File: src/rtl/mat_pkg.sv
// Shared definitions for the matrix add/sub engine.
// Op encodings, FSM state type and element index helper.
package mat_pkg;

    localparam logic [1:0] OP_SUB     = 2'b00;
    localparam logic [1:0] OP_ADD     = 2'b01;
    localparam logic [1:0] OP_ACC_ADD = 2'b10;
    localparam logic [1:0] OP_ACC_SUB = 2'b11;

    typedef enum logic {
        IDLE,
        COMPUTE
    } state_t;

    function automatic int elemIdx(input int i, input int j,
                                   input int n, input int w);
        return (i * n + j) * w;
    endfunction

endpackage

File: src/rtl/mat_elem_alu.sv
// One element of the add/sub datapath.
// Computes at W+2 bits, then saturates or wraps back to W.
module mat_elem_alu
    import mat_pkg::*;
#(
    parameter int W   = 16,
    parameter bit SAT = 1'b0
) (
    input  logic [W-1:0] a,
    input  logic [W-1:0] b,
    input  logic [W-1:0] r,
    input  logic [1:0]   op,
    output logic [W-1:0] res,
    output logic         ovf
);

    localparam int XW = W + 2;
    localparam logic signed [XW-1:0] MAXV = {3'b000, {(W-1){1'b1}}};
    localparam logic signed [XW-1:0] MINV = {3'b111, {(W-1){1'b0}}};

    logic signed [XW-1:0] ax;
    logic signed [XW-1:0] bx;
    logic signed [XW-1:0] rx;
    logic signed [XW-1:0] full;
    logic                 isSub;
    logic                 isAcc;

    // Wide sum of the sign-extended operands, then range reduction.
    always_comb begin
        ax    = {{2{a[W-1]}}, a};
        bx    = {{2{b[W-1]}}, b};
        rx    = {{2{r[W-1]}}, r};
        isSub = (op == OP_SUB) || (op == OP_ACC_SUB);
        isAcc = (op == OP_ACC_ADD) || (op == OP_ACC_SUB);
        full  = isAcc ? rx + ax : ax;
        if (isSub) begin
            full = full - bx;
        end else begin
            full = full + bx;
        end
        res = full[W-1:0];
        ovf = 1'b0;
        if (SAT) begin
            if (full > MAXV) begin
                res = MAXV[W-1:0];
                ovf = 1'b1;
            end else if (full < MINV) begin
                res = MINV[W-1:0];
                ovf = 1'b1;
            end
        end else begin
            ovf = (full != {{2{full[W-1]}}, full[W-1:0]});
        end
    end

endmodule

File: src/rtl/mat_addsub_engine.sv
// Row-serial N x N matrix add/sub with accumulate.
// LANES rows of the result are produced per COMPUTE cycle.
module mat_addsub_engine
    import mat_pkg::*;
#(
    parameter int N     = 4,
    parameter int W     = 16,
    parameter int LANES = 1,
    parameter bit SAT   = 1'b0
) (
    input  logic             clk,
    input  logic             rst,
    input  logic [N*N*W-1:0] data_in,
    input  logic             enable,
    input  logic             rw,
    input  logic             mat_sel,
    input  logic [1:0]       op,
    input  logic             acc_clr,
    output logic [N*N*W-1:0] data_out,
    output logic             flag,
    output logic             busy,
    output logic             ovf,
    output logic             cmd_drop
);

    localparam int MW   = N * N * W;
    localparam int CW   = $clog2(N);
    localparam int LAST = N - LANES;

    state_t                 state;
    state_t                 nextState;
    logic [MW-1:0]          aReg;
    logic [MW-1:0]          bReg;
    logic [MW-1:0]          rReg;
    logic [1:0]             opReg;
    logic [CW-1:0]          cnt;
    logic [LANES*N*W-1:0]   resVec;
    logic [LANES*N-1:0]     ovfVec;
    logic                   lastGroup;
    logic                   doClr;
    logic                   doWrA;
    logic                   doWrB;
    logic                   doRd;

    assign lastGroup = (cnt == CW'(LAST));
    assign doClr = acc_clr;
    assign doWrA = !acc_clr && enable && rw && !mat_sel;
    assign doWrB = !acc_clr && enable && rw && mat_sel;
    assign doRd  = !acc_clr && enable && !rw;

    for (genvar l = 0; l < LANES; l++) begin : gLane
        for (genvar j = 0; j < N; j++) begin : gCol
            int base;
            assign base = elemIdx(int'(cnt) + l, j, N, W);
            mat_elem_alu #(
                .W   (W),
                .SAT (SAT)
            ) uAlu (
                .a   (aReg[base +: W]),
                .b   (bReg[base +: W]),
                .r   (rReg[base +: W]),
                .op  (opReg),
                .res (resVec[(l*N+j)*W +: W]),
                .ovf (ovfVec[l*N+j])
            );
        end
    end

    // FSM state register.
    always_ff @(posedge clk) begin
        if (rst) begin
            state <= IDLE;
        end else begin
            state <= nextState;
        end
    end

    // Next state: B write starts compute, last row group ends it.
    always_comb begin
        nextState = state;
        busy      = 1'b0;
        unique case (state)
            IDLE: begin
                if (doWrB) begin
                    nextState = COMPUTE;
                end
            end
            COMPUTE: begin
                busy = 1'b1;
                if (lastGroup) begin
                    nextState = IDLE;
                end
            end
            default: nextState = IDLE;
        endcase
    end

    // Command execution in IDLE, row-group writeback in COMPUTE.
    always_ff @(posedge clk) begin
        if (rst) begin
            aReg     <= '0;
            bReg     <= '0;
            rReg     <= '0;
            opReg    <= OP_SUB;
            cnt      <= '0;
            data_out <= '0;
            flag     <= 1'b0;
            ovf      <= 1'b0;
            cmd_drop <= 1'b0;
        end else begin
            flag     <= 1'b0;
            cmd_drop <= 1'b0;
            if (state == IDLE) begin
                unique case (1'b1)
                    doClr: begin
                        rReg <= '0;
                        flag <= 1'b1;
                    end
                    doWrA: begin
                        aReg <= data_in;
                        flag <= 1'b1;
                    end
                    doWrB: begin
                        bReg  <= data_in;
                        opReg <= op;
                        ovf   <= 1'b0;
                        cnt   <= '0;
                    end
                    doRd: begin
                        data_out <= rReg;
                        flag     <= 1'b1;
                    end
                    default: ;
                endcase
            end else begin
                cmd_drop <= enable || acc_clr;
                for (int l = 0; l < LANES; l++) begin
                    for (int j = 0; j < N; j++) begin
                        rReg[elemIdx(int'(cnt) + l, j, N, W) +: W]
                            <= resVec[(l*N+j)*W +: W];
                    end
                end
                ovf  <= ovf || (|ovfVec);
                cnt  <= cnt + CW'(LANES);
                flag <= lastGroup;
            end
        end
    end

endmodule

File: config.mk
export PLATFORM = sky130hd
export DESIGN_NAME = mat_addsub_engine
export DESIGN_NICKNAME = d
export VERILOG_FILES = /design/src/rtl/mat_pkg.sv /design/src/rtl/mat_elem_alu.sv /design/src/rtl/mat_addsub_engine.sv
export SDC_FILE = /design/constraint.sdc
export NUM_CORES = 2
export LEC_CHECK = 0
export BUFFER_PORTS_ARGS = -buffer_cell sky130_fd_sc_hd__buf_2
export CAP_MARGIN = 20
export CORE_MARGIN = 1.5
export CORE_UTILIZATION = 59
export DETAILED_ROUTE_END_ITERATION = 10
export PLACE_DENSITY = 0.8
export SLEW_MARGIN = 20
export SYNTH_ARGS = -nofsm -noshare
export SYNTH_HDL_FRONTEND = slang
export SYNTH_SLANG_ARGS = --single-unit
File: constraint.sdc
create_clock -name clk -period 9.7 [get_ports clk]
set_input_delay 1.94 -clock clk [delete_from_list [all_inputs] [get_ports clk]]
set_output_delay 1.94 -clock clk [all_outputs]
set_load 0.02 [all_outputs]
==> flow_summary.json <==
{
  "cts_tree": "built",
  "leakagePower_nw": 19.8,
  "cp_slowest_cell": "mux4_2",
  "rr_startpoint": "cnt[0]",
  "critPathLaunchType": "flop",
  "clockBufferDepth": 3,
  "postRouteAntennaNets": 0,
  "ff2ff_path_depth": 23,
  "grt_first_pass_wirelength_um": 226000,
  "grt_max_degree": 245,
  "core_area_um2": 79100,
  "seq_area_frac_synth_pct": 43.7,
  "path_clk_slew_ns": 0.07,
  "antenna_found_initial": 19,
  "fin_crit_sh_pct": 68.6,
  "chipWidth_um": 286,
  "regToRegEndpoint": "ovf",
  "hold_buffers": 0,
  "synth.distinct_cells": 78,
  "drcViolationCount": 0,
  "ys.flop_type": "dfxtp_1",
  "syn_avg_cell_area_um2": 8.37,
  "vias_per_cell": 6.12,
  "relSlewSlack_pct": 23.1,
  "worstPathArrival_ns": 7.21,
  "hold_end": "data_out[98]",
  "drive_gt1_share_pct": 16.2,
  "cp_cell_sequence": "buf_4, mux4_2, ha_1, fa_1, a211oi_1, o21bai_1, a31o_2, a211oi_1, o21ai_0, a21oi_1, o21bai_1, a21oi_1, xor2_1, o21ai_0, ha_1, or2_2, o31ai_1, a31oi_1, a31oi_1, xnor3_1, nor2_1, o221ai_1, o31a_1",
  "endpoint_kind": "flop",
  "areaGrowthSynthToFinish_pct": 13.8,
  "overflow": 0,
  "hold_path_depth": 2,
  "synth_area_leader_cell": "dfxtp_1",
  "dieArea_um2": 81900,
  "tns_ns": 0,
  "firstDrtPassIters": 6,
  "yosysWarningCount": 0,
  "ys_ff_latch": 1032,
  "stdcell_area_um2": 53900,
  "cts.sinks": 1032,
  "crit_fanout": 26,
  "finalMaxSlewViolations": 0,
  "start_util_pct": 59.8,
  "min_path_type": "flop to flop",
  "finalHoldViolations": 0,
  "synth_edf_count": 0,
  "vias": 43230,
  "routedWlPerCell_um": 20.9,
  "rsz0062_at_grt": "no",
  "slowest_delay_ns": 0.64,
  "cts_buffers": 102,
  "n_fill_cell": 6421,
  "powerDensity_nw_per_um2": 177,
  "drv_cap": 0,
  "irDropWorstVdd_mv": 0.160,
  "num_rows": 103,
  "synth_area_leaders": "dfxtp_1, nand2_1, a21oi_1, mux4_2, a22oi_1",
  "grt_use_total_pct": 34.9,
  "clkLatencyLatePin_ns": 0.68,
  "reg2reg_slack_ns": 3.04,
  "power_mw": 9.55,
  "critPathRequiredTime_ns": 10.26,
  "yosysTopAreaCellShare_pct": 43.7,
  "synth_nets": 6065,
  "die_y_um": 286,
  "cts_resized": 0,
  "setup_viol": 0,
  "post-cts-setup-buffer-count": 0,
  "synth_cells": 5651,
  "place_area_um2": 50200,
  "async_flop_share_pct": 0,
  "dp_hpwl_um": 103000,
  "ioPinCount": 524,
  "portBuffers": 523,
  "htreeDepth": 3,
  "min_period_ns": 6.66,
  "min_from": "data_out[98]",
  "status": "complete, no violations",
  "nets": 6335,
  "worst_slew_pin_slew_ns": 1.15,
  "skew_ns": 0.0258,
  "path_class": "flop to flop",
  "totalWireLength_um": 147000,
  "gp_congestion": 0.945,
  "dr.first_iter.drc_count": 5562,
  "clock-root-buffer": "clkbuf_16",
  "synth_most_common_cell": "nand2_1",
  "syn_area_um2": 47300,
  "grt_pass1_vias": 39738,
  "max_freq_mhz": 150,
  "yosys-top-cells-count": "nand2_1, dfxtp_1, a21oi_1"
}
## sequential cells by signal (all words and copies together) (netlist names)
name and count:
aReg 256, bReg 256, cmd_drop 1, cnt 2, data_out 256, flag 1, opReg 2, ovf 1
rReg 256, state 1
## routing by layer
| metal | share of wire (%) | GRT usage (%) | vias up |
|---|---|---|---|
| met1 | 42 | 51.9 | 20512 |
| li1 | - | - | 19966 |
| met4 | 3.5 | 12.6 | 26 |
| met2 | 43 | 50.5 | 2397 |
| met3 | 11 | 6.80 | 329 |
| met5 | 0.11 | 0 | - |
## report_power, final
part | total (mW) | switching, mW | internal [mW] | leakage, nW
logic | 1.01 | 0.681 | 0.328 | 9.73
registers | 4.32 | 0.0321 | 4.29 | 8.33
clock network | 4.21 | 1.70 | 2.51 | 1.77
total | 9.55 | 2.42 | 7.13 | 19.8
## per-stage QoR
stage                     util [%]  hold slack, ns  setup slack [ns]  cells
after floorplan                  -           0.432              2.58   5651
after global placement        63.4           0.438              3.11   6865
after detailed placement      63.4           0.443              3.10   6865
after CTS                     68.0           0.451              3.08   7053
after global routing          68.1           0.466              2.52   7059
final                         68.1           0.449              3.04   7059
## cell type report
type | instances | area (um2) | area share, %
clock inverter | 43 | 583 | 1.08
antenna | 4 | 10.0 | 0.0186
clock buffer | 145 | 3020 | 5.61
sequential | 1032 | 20700 | 38.4
timing repair buffer | 571 | 3100 | 5.75
inverter | 68 | 255 | 0.474
multi-input combinational | 4146 | 24900 | 46.2
tap | 1050 | 1310 | 2.44
## how the worst max path moves through the flow
| stage | from | endpoint | slack (ns) | cells past startpoint |
|---|---|---|---|---|
| finish | cnt[0] | ovf | 3.04 | 23 |
| detailed placement | cnt[0] | ovf | 3.10 | 23 |
| floorplan | cnt[0] | ovf | 2.58 | 29 |
| global route | cnt[0] | ovf | 2.52 | 23 |
| global placement | cnt[0] | ovf | 3.11 | 23 |
| CTS | cnt[0] | ovf | 3.08 | 23 |
## cells in the final DEF, fill, tap and decap left out, types with 106 or more instances in the layout
cell / synthesis / layout
a22oi_1: 237 / 237
buf_2: 17 / 522
clkbuf_16: 0 / 106
ha_1: 142 / 141
a21oi_1: 923 / 919
dfxtp_1: 1032 / 1029
xnor2_1: 120 / 120
nand2_1: 1619 / 1619
mux4_2: 185 / 185
nor2_1: 424 / 422
## cells by family (layout without fill, tap and decap cells)
| kind of cell | Yosys count | in the layout | synth area share (%) |
|---|---|---|---|
| compound gates | 1400 | 1400 | 17.1 |
| xor+xnor | 153 | 153 | 2.89 |
| fa+ha+maj | 150 | 150 | 4.09 |
| buf+inv | 473 | 827 | 3.91 |
| flops | 1032 | 1032 | 43.7 |
| mux | 207 | 207 | 9.54 |
| other cells | 0 | 4 | 0 |
| simple gates | 2236 | 2236 | 18.8 |
## critical path: cells and delay by family, from the launching register on
family | cells | cell delay (ns)
AOI/OAI and AO/OA | 14 | 2.79
buffers and inverters | 1 | 0.56
DFF | 1 | 0.59
and+or+nand+nor | 2 | 0.41
xor gates and xnor gates | 2 | 0.51
adders and majority gates | 3 | 1.03
muxes | 1 | 0.64
(Power assumes the default switching activity.)
